## config.mk

```make
export PLATFORM = sky130hd
export DESIGN_NAME = sys_bus_initiator
export DESIGN_NICKNAME = d
export VERILOG_FILES = /design/src/rtl/sys_bus_pkg.sv /design/src/rtl/bus_timeout_ctr.sv /design/src/rtl/sys_bus_initiator.sv
export SDC_FILE = /design/constraint.sdc
export NUM_CORES = 1
export LEC_CHECK = 0
export BUFFER_PORTS_ARGS = -buffer_cell sky130_fd_sc_hd__buf_2
export CORE_MARGIN = 2
export CORE_UTILIZATION = 42
export CTS_CLUSTER_SIZE = 20
export DETAILED_ROUTE_END_ITERATION = 7
export GPL_TIMING_DRIVEN = 0
export HOLD_SLACK_MARGIN = 0.02
export PLACE_DENSITY_LB_ADDON = 0.05
export SLEW_MARGIN = 10
export SYNTH_ARGS = -nofsm -noshare
export SYNTH_HDL_FRONTEND = slang
export SYNTH_SLANG_ARGS = --single-unit
```

## constraint.sdc

```tcl
create_clock -name clk_i -period 1.35 [get_ports clk_i]
set_input_delay 0.27 -clock clk_i [delete_from_list [all_inputs] [get_ports clk_i]]
set_output_delay 0.27 -clock clk_i [all_outputs]
set_load 0.02 [all_outputs]
```

## src/rtl/sys_bus_pkg.sv

```systemverilog
// sys_bus_pkg: shared types and defaults for the PS register bus initiator
package sys_bus_pkg;

    localparam int AW_DEF      = 16;
    localparam int DW_DEF      = 32;
    localparam int TIMEOUT_DEF = 255;

    typedef enum logic [1:0] {IDLE, STROBE, WAIT, RESP} state_t;

    // Default-width views of a bus command and its response
    typedef struct packed {
        logic              write;
        logic [AW_DEF-1:0] addr;
        logic [DW_DEF-1:0] wdata;
    } cmd_t;

    typedef struct packed {
        logic [DW_DEF-1:0] rdata;
        logic              err;
    } rsp_t;

    // Width needed to hold a count up to and including timeout
    function automatic int ctr_w(input int timeout);
        return $clog2(timeout + 1);
    endfunction

endpackage

```

## src/rtl/bus_timeout_ctr.sv

```systemverilog
// bus_timeout_ctr: counts WAIT cycles and flags the last one before a timeout
module bus_timeout_ctr
    import sys_bus_pkg::*;
#(
    parameter int TIMEOUT = TIMEOUT_DEF
) (
    input  logic clk_i,
    input  logic rst_i,
    input  logic clr_i,
    input  logic en_i,
    output logic expired_o
);

    localparam int CW = ctr_w(TIMEOUT);
    localparam logic [CW-1:0] LAST = CW'(TIMEOUT - 2);

    logic [CW-1:0] cnt_q;

    // Cleared during the strobe, advances once per wait cycle
    always_ff @(posedge clk_i) begin
        if (rst_i || clr_i) cnt_q <= '0;
        else if (en_i)      cnt_q <= cnt_q + 1'b1;
    end

    // The count would reach TIMEOUT-1 on this edge: final cycle to see an ack
    assign expired_o = cnt_q == LAST;

endmodule

```

## src/rtl/sys_bus_initiator.sv

```systemverilog
// sys_bus_initiator: one-at-a-time register bus master with ack timeout
module sys_bus_initiator
    import sys_bus_pkg::*;
#(
    parameter int AW      = AW_DEF,
    parameter int DW      = DW_DEF,
    parameter int TIMEOUT = TIMEOUT_DEF
) (
    input  logic          clk_i,
    input  logic          rst_i,
    input  logic          cmd_valid_i,
    output logic          cmd_ready_o,
    input  logic          cmd_write_i,
    input  logic [AW-1:0] cmd_addr_i,
    input  logic [DW-1:0] cmd_wdata_i,
    output logic          rsp_valid_o,
    input  logic          rsp_ready_i,
    output logic [DW-1:0] rsp_rdata_o,
    output logic          rsp_err_o,
    output logic [AW-1:0] addr_o,
    output logic          wen_o,
    output logic          ren_o,
    output logic [DW-1:0] wdata_o,
    input  logic          ack_i,
    input  logic [DW-1:0] rdata_i
);

    typedef struct packed {
        logic          write;
        logic [AW-1:0] addr;
        logic [DW-1:0] wdata;
    } cmd_w_t;

    typedef struct packed {
        logic [DW-1:0] rdata;
        logic          err;
    } rsp_w_t;

    state_t state_q, state_d;
    cmd_w_t cmd_q, cmd_d;
    rsp_w_t rsp_q, rsp_d;
    logic   ready_q, ready_d;
    logic   rsp_valid_q, rsp_valid_d;
    logic   wen_q, wen_d, ren_q, ren_d;
    logic   ctr_expired;

    bus_timeout_ctr #(.TIMEOUT(TIMEOUT)) u_ctr (
        .clk_i     (clk_i),
        .rst_i     (rst_i),
        .clr_i     (state_q == STROBE),
        .en_i      (state_q == WAIT),
        .expired_o (ctr_expired)
    );

    // Next state and next registered outputs; ack beats a coincident timeout
    always_comb begin
        state_d     = state_q;
        cmd_d       = cmd_q;
        rsp_d       = rsp_q;
        rsp_valid_d = rsp_valid_q;
        wen_d       = 1'b0;
        ren_d       = 1'b0;
        case (state_q)
            IDLE: if (cmd_valid_i) begin
                cmd_d   = '{write: cmd_write_i, addr: cmd_addr_i, wdata: cmd_wdata_i};
                wen_d   = cmd_write_i;
                ren_d   = ~cmd_write_i;
                state_d = STROBE;
            end
            STROBE: state_d = WAIT;
            WAIT: if (ack_i || ctr_expired) begin
                rsp_d       = '{rdata: (ack_i && !cmd_q.write) ? rdata_i : '0, err: ~ack_i};
                rsp_valid_d = 1'b1;
                state_d     = RESP;
            end
            RESP: if (rsp_ready_i) begin
                rsp_valid_d = 1'b0;
                state_d     = IDLE;
            end
            default: state_d = IDLE;
        endcase
        ready_d = state_d == IDLE;
    end

    // State and output registers; reset drops any in-flight transaction
    always_ff @(posedge clk_i) begin
        if (rst_i) begin
            state_q     <= IDLE;
            cmd_q       <= '0;
            rsp_q       <= '0;
            ready_q     <= 1'b1;
            rsp_valid_q <= 1'b0;
            wen_q       <= 1'b0;
            ren_q       <= 1'b0;
        end else begin
            state_q     <= state_d;
            cmd_q       <= cmd_d;
            rsp_q       <= rsp_d;
            ready_q     <= ready_d;
            rsp_valid_q <= rsp_valid_d;
            wen_q       <= wen_d;
            ren_q       <= ren_d;
        end
    end

    assign cmd_ready_o = ready_q;
    assign rsp_valid_o = rsp_valid_q;
    assign rsp_rdata_o = rsp_q.rdata;
    assign rsp_err_o   = rsp_q.err;
    assign addr_o      = cmd_q.addr;
    assign wdata_o     = cmd_q.wdata;
    assign wen_o       = wen_q;
    assign ren_o       = ren_q;

endmodule
```

* Word level (Yosys, flattened, before mapping)
Index checks and enable logic that the tools add are counted.
Storage, ports and cells: input port bits 86, output and inout bits 85, register bits 96
Operators by class: reduce and logical (&&, ||, !) cells 11, add/sub/neg operators 1, equal/unequal tests 6, bitwise operators 4, muxes and demuxes 8
Operator list (number):
- two-way mux 32 bit | 1
- adder 8 x 1 -> 8 bit (second input constant) | 1
- equality test 8 bit (second input constant) | 1
- one-hot mux 2 bit (4 select lines) | 1
- two-way mux 2 bit | 3
- equality test 2 bit (second input constant) | 2
- zero test 2 bit | 2
- != test 2 bit (second input constant) | 2
- NOT 1 bit | 4
- AND reduction 2 bit | 2
- AND reduction 3 bit | 1
- OR reduction 3 bit | 1
- equality test 2 x 1 -> 1 bit (second input constant) | 1
- logical OR 1 bit | 2
- two-way mux 1 bit | 2
- one-hot mux 1 bit (2 select lines) | 1
- nonzero test 2 bit | 1
- logical AND 1 bit | 1
- zero test 1 bit | 1

* Logic depth before layout (Yosys ltp)
Gate-level depths: netlist of the first run.
depth after elaboration 5, gate-level depth with buffers 6, mapped depth without buffers 5

* By module
From an unflattened synthesis of the first run, not the netlist that was laid out.
Second synthesis, totals: cells, all modules 404, area total of the unflattened synthesis 3733.6 sq um
Modules (own cells, without submodules):
- sys_bus_initiator | instances 1, area an instance 3364.5 sq um, cells an instance 362, sequential area each 1761.7 sq um
- bus_timeout_ctr | instances 1, area an instance 369.1 sq um, cells an instance 42, sequential area each 160.2 sq um

* Least setup slack after synthesis of the first run
No wires, ideal clock.
path kind register -> register, from reg u_ctr.cnt_q[1], to reg rsp_q, in the netlist rsp_rdata_o[10], buffers on the path 1, setup time 59 ps, stages on the path, launching flop included 7, slack -142 ps, data required time 1291 ps, data arrival time 1433 ps, clock period less this slack 1492 ps, cell sequence dfxtp_1 inv_1 ha_1 and3_1 a311oi_4 buf_6 a22o_1
On the way: word-level cells in the longest chain between the ends 3
Ends and longest elaborated chain:
- start, declared | RTL line bus_timeout_ctr.sv:17 | logic [CW-1:0] cnt_q;
- start signal, assigned | RTL line bus_timeout_ctr.sv:22 | else if (en_i) cnt_q <= cnt_q + 1'b1;
- equality test 8 bit | RTL line bus_timeout_ctr.sv:26 | assign expired_o = cnt_q == LAST;
- logical OR 1 bit | RTL line sys_bus_initiator.sv:71 | WAIT: if (ack_i || ctr_expired) begin
- AND reduction 2 bit (no source line)
- end signal, assigned | RTL line sys_bus_initiator.sv:98 | rsp_q <= rsp_d;
- end, declared | RTL line sys_bus_initiator.sv:41 | rsp_w_t rsp_q, rsp_d;
Every way passes these cells. A chain may end at the register's enable or synchronous reset.

* Final worst setup path of the first run
from reg state_q[1], to reg rsp_q, in the netlist rsp_rdata_o[2]
On the way: word-level cells in the longest chain between the ends 2
Ends and longest elaborated chain:
- start, declared | RTL line sys_bus_initiator.sv:39 | state_t state_q, state_d;
- start signal, assigned | RTL line sys_bus_initiator.sv:96 | state_q <= state_d;
- equality test 2 bit | RTL line sys_bus_initiator.sv:63 | case (state_q)
- AND reduction 2 bit (no source line)
Every way passes these cells.

==> impl_results.md, run 1 <==
- Status: finished, violations left
- Failing checks: negative setup slack
- Cell type with the largest total area after synthesis: dfxtp_1
- Top_reg_cell synth: dfxtp_1
- Cells after synthesis: 403
- Hold_buf cts: 0
- Tmin final: 1.48 ns
- Chip Width: 97.9 um
- Count leader, synth: nand2_1
- Crit path kind: reg2reg
- Worst-Margin Slew: 0.553 ns
- Port Buf Inserts: 170
- Fin. max-slew vios: 0
- Starting Density: 42.8%
- Crit-path max FO: 7
- Avg Synthesized Cell Area: 9.18 sq um
- Final worst slack: -0.127 ns
- Area grow syn2layout: 41.4%
- Sequential Area: 1930 sq um
- Buffer depth of the longest clock path: 2
- DP Wirelength: 6550 um
- Starting DRT DRC Count: 82
- CTS buffer count: 9
- Post-synth top cells: nand2_1, dfxtp_1, a21oi_1
- Die height: 97.9 um
- Top cells by area, synth: dfxtp_1, nand2_1, buf_4
- Number of inserted diodes: 0
- GRT Util Overall: 19.3%
- Clock-pin transition on the worst setup and hold timing paths: 0.10 ns
- Power per cell area: 1170 nW/um^2
- Max cap viols: 0
- Sequential area share after synthesis: 51.9%
- Worst EP required: 1.64 ns
- Tot Pwr: 6.13 mW
- R2R setup slack: -0.13 ns
- Clock sink total: 96
- Worst EP arrival: 1.77 ns
- DRC viols: 0
- Root Buffer: clkbuf_8
- Static Leak: 2.56 nW
- Area share of the largest cell type after synthesis: 51.9%
- # rows: 34
- Largest net degree at the start of global routing: 16
- Type of the worst min-delay path: in2reg
- Maximum achievable frequency: 677 MHz
- Core ar.: 8640 sq um
- Area of the multi-input gates: 1380 sq um
- Synthesized Nets: 491
- Crit end category: register
- Synth cell types: 35
- GPL Wtd Cong: 0.752
- Share of layout cells above drive strength 1: 50.9%
- DRT Pass-1 Iters: 4
- Initial antenna violation count: 0
- CTS tree: yes
- Synth Cell Area: 3700 sq um
- RSZ-0062 raised after global routing: true
- EDFF count, synth: 0
- Vias in the first global route: 3206
- Hold Vio Cnt, Final: 0
- Crit share post-route: 109%
- Syn. warnings: 0
- Max_slew headroom: 63.1%
- GR Overflow Total: 0
- Final Skew: 0.0148 ns
- Hold Worst Slack: 0.128 ns
- Setup violations, final: 83
- Worst setup SP type: register
- CTS H-tree depth: 3
- Vias post-DR: 3412
- Layout net count: 694
- #FFs+latches synth: 96
- Filler-free cell count of the finished design: 719
- ANT nets after route: 0
- Global-route wire length before repair: 15200 um
- Asr flop ratio synth: 0%
- Die area: 9580 sq um
- Worst vdd ir: 0.000576 V
- Drt total wl: 9360 um
- Avg WL per Cell: 13.0 um
- Placed Cells: 681
- Vias per cell: 4.75
- Clk Latency, worst-skew pair: 0.35 ns
- Final core utilization: 60.6%
- FILL cells: 814
- # IOs: 171
[cell type report]
class                           count  area share [%]
Buffer                             72            10.5
Multi-Input combinational cell    231            26.4
Inverter                            3           0.215
Clock buffer                       11            2.51
Tap cell                          108            2.58
Timing Repair Buffer              193            19.8
Sequential cell                    96            36.9
Clock inverter                      5            1.10
[through the flow]
stage | worst slack, ns | instance area (sq um) | TNS (ns)
finish | -0.127 | 5230 | -5.50
global route | -0.170 | 5230 | -9.15
CTS | -0.0829 | 5130 | -3.46
detailed placement | -0.366 | 4700 | -24.38
global placement | -0.334 | 4700 | -23.51
floorplan | -0.0115 | 3720 | -0.346
[cells by family (layout without fill, tap and decap cells)]
logic type	after synthesis	after routing	share of synthesized area, %
multiplexers	1	1	0.271
XOR/XNOR	2	2	0.474
adder cells (fa/ha/maj)	2	2	0.676
AO/OA/AOI/OAI	101	101	18.2
flip-flops	96	96	51.9
buffers and inverters	76	284	13.6
AND/OR/NAND/NOR	125	125	14.9
[report_power, final]
group	switching, mW	leakage (nW)	internal [mW]
logic	0.637	1.69	0.594
registers	0.0799	0.786	2.99
clock network	0.978	0.0856	0.856
[registers in the layout (all words and copies together) (netlist names)]
name	count
cmd_q	1
u_ctr.cnt_q	8
ren_o	1
addr_o	16
wen_o	1
rsp_valid_o	1
state_q	2
rsp_rdata_o	32
wdata_o	32
cmd_ready_o	1
rsp_err_o	1
[critical path, stage by stage (launching register included)]
cell      delay (ns)
dfxtp_4         0.36
buf_6           0.13
and2b_4         0.17
a311oi_4        0.30
buf_6           0.20
buf_6           0.13
a22o_1          0.13
[cells in the final DEF (no fill, tap or decap), types with 2 or more instances in the layout]
cell type | synthesis | final
o21ai_0 | 5 | 4
clkinvlp_4 | 0 | 3
o31ai_1 | 3 | 3
clkbuf_4 | 0 | 2
dfxtp_1 | 96 | 90
a21oi_1 | 54 | 48
nand2_2 | 0 | 14
or4_1 | 2 | 2
inv_1 | 3 | 3
buf_2 | 9 | 173
or3_1 | 3 | 3
buf_6 | 3 | 15
dfxtp_2 | 0 | 5
o21a_1 | 2 | 2
clkbuf_1 | 12 | 8
nand4_1 | 2 | 2
o31a_1 | 2 | 2
clkbuf_8 | 0 | 9
nor2_1 | 4 | 4
buf_4 | 49 | 67
a21oi_2 | 0 | 6
and3_4 | 0 | 2
a22o_1 | 32 | 32
clkbuf_2 | 0 | 2
nand2_1 | 101 | 87
[path summary, 6_finish.rpt]
path | cells past startpoint | endpoint | from
setup / recovery | 6 | rsp_rdata_o[2] | state_q[1]
hold / removal | 2 | rsp_rdata_o[15] | rdata_i[15]
setup reg to reg | 6 | rsp_rdata_o[2] | state_q[1]
hold reg to reg | 2 | addr_o[2] | addr_o[2]
[layer usage]
layer | GRT usage, % | part of all wire, % | wire length (um)
met5 | 0 | 0 | 0
met4 | 6.62 | 1.1 | 99
met3 | 3.22 | 5.2 | 483
met2 | 32.3 | 50 | 4660
met1 | 25.2 | 44 | 4120
[timing repair]
action                     CTS  global route
gates cloned                 6             0
setup endpoints to repair   87            87
pin swaps                   44            17
setup buffers               15             3
gates resized for setup     37            29
No activity file was read; power rests on OpenSTA's default activity.
==> run 2, diff against run 1 <==
--- a/config.mk
+++ b/config.mk
@@ -14,3 +14,4 @@
 export HOLD_SLACK_MARGIN = 0.02
-export PLACE_DENSITY_LB_ADDON = 0.05
+export PLACE_DENSITY_LB_ADDON = 0.25
+export RECOVER_POWER = 50
 export SLEW_MARGIN = 10
==> constraint.sdc (replaced) <==
create_clock -name clk_i -period 1.35 [get_ports clk_i]
set_input_delay 0.2025 -clock clk_i [delete_from_list [all_inputs] [get_ports clk_i]]
set_output_delay 0.2025 -clock clk_i [all_outputs]
set_load 0.02 [all_outputs]
==> run 2 against run 1 <==
- non-clock buffer count decreased by 2
- clock skew shrank 0.0016 ns
- power increased by 0.85%
- maximum frequency increased by 0.58%
- critical path depth up 1
- via count is 1.0% higher
- critical endpoint is now rsp_rdata_o[27]
- sequential share of layout area down 0.14 points
- the flow still finishes with violations (negative setup slack)
- worst setup slack gained 0.0085 ns
==> impl_results.md, run 2 (synthesized netlist as in run 1, its figures left out) <==
- Status: finished, violations left
- Failing checks: negative setup slack
- Drt total wl: 9520 um
- M3 GR Usage: 5.87%
- Most Used Layer, Global Route: met2
- Initial antenna violation count: 0
- Worst-Margin Slew: 0.589 ns
- Hold Vio Cnt, Final: 0
- Routing usage on met2: 31.1%
- Worst Hold Path EP: ren_o
- Chip Width: 97.9 um
- Final worst slack: -0.119 ns
- Final Skew: 0.0132 ns
- Worst vdd ir: 0.000549 V
- Area grow syn2layout: 41.7%
- Critical path, cell by cell: inv_2, ha_2, and3_4, a311oi_4, buf_6, buf_6, a22o_1
- Reg2reg path depth: 7
- Share of layout cells above drive strength 1: 44.5%
- Maximum achievable frequency: 681 MHz
- Sequential share of power: 49.7%
- Tmin final: 1.47 ns
- Crit-path max FO: 5
- Reg-to-reg critical path endpoint: rsp_rdata_o[27]
- Port Buf Inserts: 170
- # rows: 34
- Worst setup SP type: register
- Sequential Area: 1930 sq um
- ANT nets after route: 0
- Most common cell after layout, fill and taps aside: buf_2
- Worst R2R Start: u_ctr.cnt_q[1]
- Root Buffer: clkbuf_8
- DRC viols: 0
- Crit path kind: reg2reg
- Setup violations, final: 81
- Static Leak: 2.40 nW
- Clock sink total: 96
- Vias post-DR: 3446
- Clock-pin transition on the worst setup and hold timing paths: 0.09 ns
- Avg WL per Cell: 13.3 um
- Buffer depth of the longest clock path: 2
- Hold Crit Depth: 2
- Crit end category: register
- M1 GR Usage: 24.0%
- CTS H-tree depth: 3
- NetSw: 1.78 mW
- Core ar.: 8640 sq um
- Global-route wire length before repair: 15100 um
- DP Wirelength: 6680 um
- Largest net degree at the start of global routing: 18
- Starting Density: 42.8%
- Layout net count: 692
- Commonest non-fill, non-tap cells in the layout: buf_2, dfxtp_1, nand2_1
- RSZ-0062 raised after global routing: true
- Crit share post-route: 109%
- Starting DRT DRC Count: 98
- Vias per cell: 4.81
- Max cap viols: 0
- Switch share: 28.8%
- GPL Wtd Cong: 0.816
- Max_slew headroom: 60.7%
- Worst EP required: 1.64 ns
- CTS tree: yes
- Vias in the first global route: 3274
- # IOs: 171
- Comb pwr share: 20.2%
- DRT Pass-1 Iters: 4
- Slowest-stage cell, CP: dfxtp_2
- R2R setup slack: -0.12 ns
- GR Overflow Total: 0
- Die area: 9580 sq um
- Clk pwr share: 30.1%
- CTS buffer count: 9
- Fin. max-slew vios: 0
- Power per cell area: 1180 nW/um^2
- Area of the multi-input gates: 1400 sq um
- Internal power: 4.40 mW
- Clk Latency, worst-skew pair: 0.36 ns
- Type of the worst min-delay path: in2reg
- Number of inserted diodes: 0
- GRT Util Overall: 19.1%
- Worst path max stage delay: 0.34 ns
- Worst EP arrival: 1.76 ns
- FILL cells: 794
- Tot Pwr: 6.18 mW
- Hold Worst Slack: 0.0504 ns
- Hold wc startpoint: cmd_write_i
- CP most frequent cell: buf_6
- Die height: 97.9 um
==> run 2: area by class of cell <==
| cell class | count | area share [%] |
|---|---|---|
| sequential | 96 | 36.8 |
| multi-input combinational | 231 | 26.6 |
| timing repair buffer | 191 | 19.1 |
| buffer | 72 | 11.0 |
| clock buffer | 11 | 2.89 |
| tap | 108 | 2.58 |
| clock inverter | 5 | 0.883 |
| inverter | 3 | 0.215 |
==> run 2: metrics by stage <==
stage | area [sq um] | setup TNS, ns | util [%] | worst slack, ns | instances
final | 5240 | -3.88 | 60.7 | -0.119 | 717
after global routing | 5240 | -8.22 | 60.7 | -0.167 | 717
after global placement | 4700 | -18.71 | 54.5 | -0.338 | 681
after detailed placement | 4700 | -21.67 | 54.5 | -0.388 | 681
after floorplan | 3720 | -0.346 | - | -0.0115 | 403
after CTS | 5110 | -2.89 | 59.2 | -0.0957 | 712
==> run 2: power by group through the flow <==
| stage | logic (mW) | clock network [mW] | registers (mW) |
|---|---|---|---|
| 2_1_floorplan | 0.653 | 0 | 3.16 |
| 3_3_place_gp | 1.04 | 0 | 3.12 |
| 3_5_place_dp | 1.06 | 0 | 3.13 |
| 4_1_cts | 1.16 | 1.92 | 3.06 |
| 5_1_grt | 1.37 | 2.02 | 3.09 |
| 6_report | 1.25 | 1.86 | 3.07 |
==> run 2: metal layers <==
metal | wire length (um) | part of all wire (%)
met2 | 4490 | 47
met5 | 0 | 0
met3 | 773 | 8.1
met1 | 4100 | 43
met4 | 158 | 1.7
==> run 2: what timing repair did <==
item / 4_1_cts / 5_1_grt
endpoints found under the setup margin: 87 / 89
cloned: 3 / 3
pin swaps: 8 / 32
gates resized for setup: 38 / 46
hold buffers: 0 / 0
setup buffers: 13 / 2
==> run 2: critical path: cells and delay by family (launching register included) <==
kind | cells | cell delay, ns
compound gates | 2 | 0.39
flops | 1 | 0.34
buf+inv | 3 | 0.33
simple gates | 1 | 0.19
fa+ha+maj | 1 | 0.16
==> run 2: worst max path at each step <==
stage | startpoint | depth (start not counted) | end
floorplan | state_q[0] | 5 | rsp_rdata_o[10]
global placement | state_q[0] | 4 | rsp_rdata_o[17]
detailed placement | state_q[0] | 4 | rsp_rdata_o[22]
CTS | state_q[1] | 6 | rsp_rdata_o[27]
global route | state_q[1] | 6 | rsp_rdata_o[9]
finish | u_ctr.cnt_q[1] | 7 | rsp_rdata_o[27]
==> run 3, diff against run 2 <==
Settings changed: CORE_MARGIN 2 to default.
==> run 3 against run 2 <==
- the flow still finishes with violations (negative setup slack)
- register-to-register slack is essentially flat
- flip-flop and latch count did not move
- hold slack gained 0.0020 ns
- worst setup slack gained 0.0012 ns
- highest routed layer unchanged
- first-iteration DRC count down 17%
- critical endpoint is now rsp_rdata_o[22]
- final area decreased by 1.5%
- largest power group unchanged
- clock skew decreased by 0.0021 ns
- sequential power barely moved
==> impl_results.md, run 3 (synthesized netlist as in run 1, its figures left out) <==
- Type of the worst min-delay path: in2reg
- Crit-path max FO: 7
- Drt total wl: 9490 um
- Tmin final: 1.47 ns
- Placed Cells: 678
- Worst-Margin Slew: 0.701 ns
- Filler-free cell count of the finished design: 713
- Vias post-DR: 3393
- FILL cells: 772
- Port Buf Inserts: 170
- Core ar.: 8380 sq um
- DRT Pass-1 Iters: 4
- Maximum achievable frequency: 681 MHz
- GR Overflow Total: 0
- Max_slew headroom: 52.8%
- Slowest-stage cell, CP: dfxtp_2
- Worst EP required: 1.63 ns
- Hold Vio Cnt, Final: 0
- Starting Density: 44.1%
- Buffer depth of the longest clock path: 2
- Setup violations, final: 82
- Share of layout cells above drive strength 1: 42.6%
- # rows: 33
- Critical Path Source: state_q[1]
- Hold wc startpoint: rdata_i[5]
- # IOs: 171
- Die area: 9190 sq um
- Global-route wire length before repair: 14400 um
- Layout net count: 691
- GPL Wtd Cong: 0.867
- CP most frequent cell: buf_6
- Sequential Area: 1930 sq um
- Hold Worst Slack: 0.0524 ns
- Reg2reg path depth: 6
- Crit path kind: reg2reg
- Area grow syn2layout: 39.6%
- Final Skew: 0.0111 ns
- Vias per cell: 4.76
- Starting DRT DRC Count: 81
- Power per cell area: 1200 nW/um^2
- Hold Crit Depth: 2
- Fin. max-slew vios: 0
- Worst setup SP type: register
- Worst vdd ir: 0.000589 V
- Number of inserted diodes: 0
- Avg WL per Cell: 13.3 um
- Root Buffer: clkbuf_8
- Area of the multi-input gates: 1360 sq um
- Worst R2R Start: state_q[1]
- Clock-pin transition on the worst setup and hold timing paths: 0.10 ns
- Reg-to-reg critical path endpoint: rsp_rdata_o[22]
- Final worst slack: -0.117 ns
- Static Leak: 2.37 nW
- Status: finished, violations left
- Most common cell after layout, fill and taps aside: buf_2
- Worst Hold Path EP: rsp_rdata_o[5]
- DRC viols: 0
- Clock sink total: 96
- Hold_buf cts: 0
- Failing checks: negative setup slack
- Crit share post-route: 109%
- Crit end category: register
- Commonest non-fill, non-tap cells in the layout: buf_2, nand2_1, dfxtp_1
- RSZ-0062 raised after global routing: true
- GRT Util Overall: 20.4%
- Worst path max stage delay: 0.35 ns
- Vias in the first global route: 3004
- CTS buffer count: 9
- Largest net degree at the start of global routing: 18
- Worst EP arrival: 1.75 ns
- Initial antenna violation count: 0
- Clk Latency, worst-skew pair: 0.36 ns
- Critical path, cell by cell: buf_6, and2b_4, a311oi_4, buf_6, buf_6, a22o_1
- Max cap viols: 0
- Chip Width: 95.9 um
- Die height: 95.9 um
- ANT nets after route: 0
- DP Wirelength: 6730 um
- R2R setup slack: -0.12 ns
- CTS H-tree depth: 3
- CTS tree: yes
-- run 3: cell type report --
class                           count  area share, %
Timing Repair Buffer              190           18.6
Clock inverter                      7           1.57
Tap cell                          105           2.54
Clock buffer                        9           2.40
Multi-Input combinational cell    231           26.3
Inverter                            3          0.218
Sequential cell                    96           37.4
Buffer                             72           11.0
-- run 3: routing by layer --
| metal | vias up | GRT usage (%) | routed length (um) |
|---|---|---|---|
| met4 | 0 | 6.59 | 110 |
| met1 | 1540 | 24.2 | 3990 |
| met2 | 126 | 36.4 | 4720 |
| li1 | 1717 | - | - |
| met3 | 10 | 4.74 | 668 |
| met5 | - | 0 | 0 |
-- run 3: worst max-delay path, delay by kind of cell, from the launching register on --
kind	cells	cell delay [ns]
flip-flops	1	0.35
AND/OR/NAND/NOR	1	0.17
AO/OA/AOI/OAI	2	0.42
buffers and inverters	3	0.46
-- run 3: how the worst max path moves through the flow --
| stage | to | depth (start not counted) | slack, ns |
|---|---|---|---|
| finish | rsp_rdata_o[22] | 6 | -0.12 |
| global route | rsp_rdata_o[4] | 6 | -0.15 |
| CTS | rsp_rdata_o[10] | 6 | -0.08 |
| detailed placement | rsp_rdata_o[10] | 4 | -0.36 |
| global placement | rsp_rdata_o[13] | 4 | -0.32 |
| floorplan | rsp_rdata_o[10] | 5 | -0.01 |
-- run 3: timing repair --
action | CTS | global route
gates cloned | 6 | 0
setup buffers | 12 | 2
endpoints found under the setup margin | 87 | 91
pin swaps | 24 | 7
gates resized for setup | 41 | 21
-- run 3: where the power goes --
part	internal (mW)	leakage, nW	switching (mW)	total, mW
sequential	2.99	0.786	0.0852	3.07
clock	0.875	0.0936	1.02	1.90
combinational	0.573	1.49	0.632	1.20
total	4.43	2.37	1.74	6.17
-- run 3: per-stage QoR --
| stage | setup TNS [ns] | total power [mW] | instance area (sq um) | utilization (%) | setup slack, ns |
|---|---|---|---|---|---|
| finish | -4.81 | 6.17 | 5160 | 61.6 | -0.117 |
| global route | -8.24 | 6.49 | 5160 | 61.6 | -0.145 |
| CTS | -4.13 | 6.22 | 5140 | 61.4 | -0.0835 |
| detailed placement | -21.47 | 4.19 | 4700 | 56.1 | -0.363 |
| global placement | -21.53 | 4.17 | 4700 | 56.1 | -0.321 |
| floorplan | -0.346 | 3.82 | 3720 | - | -0.0115 |
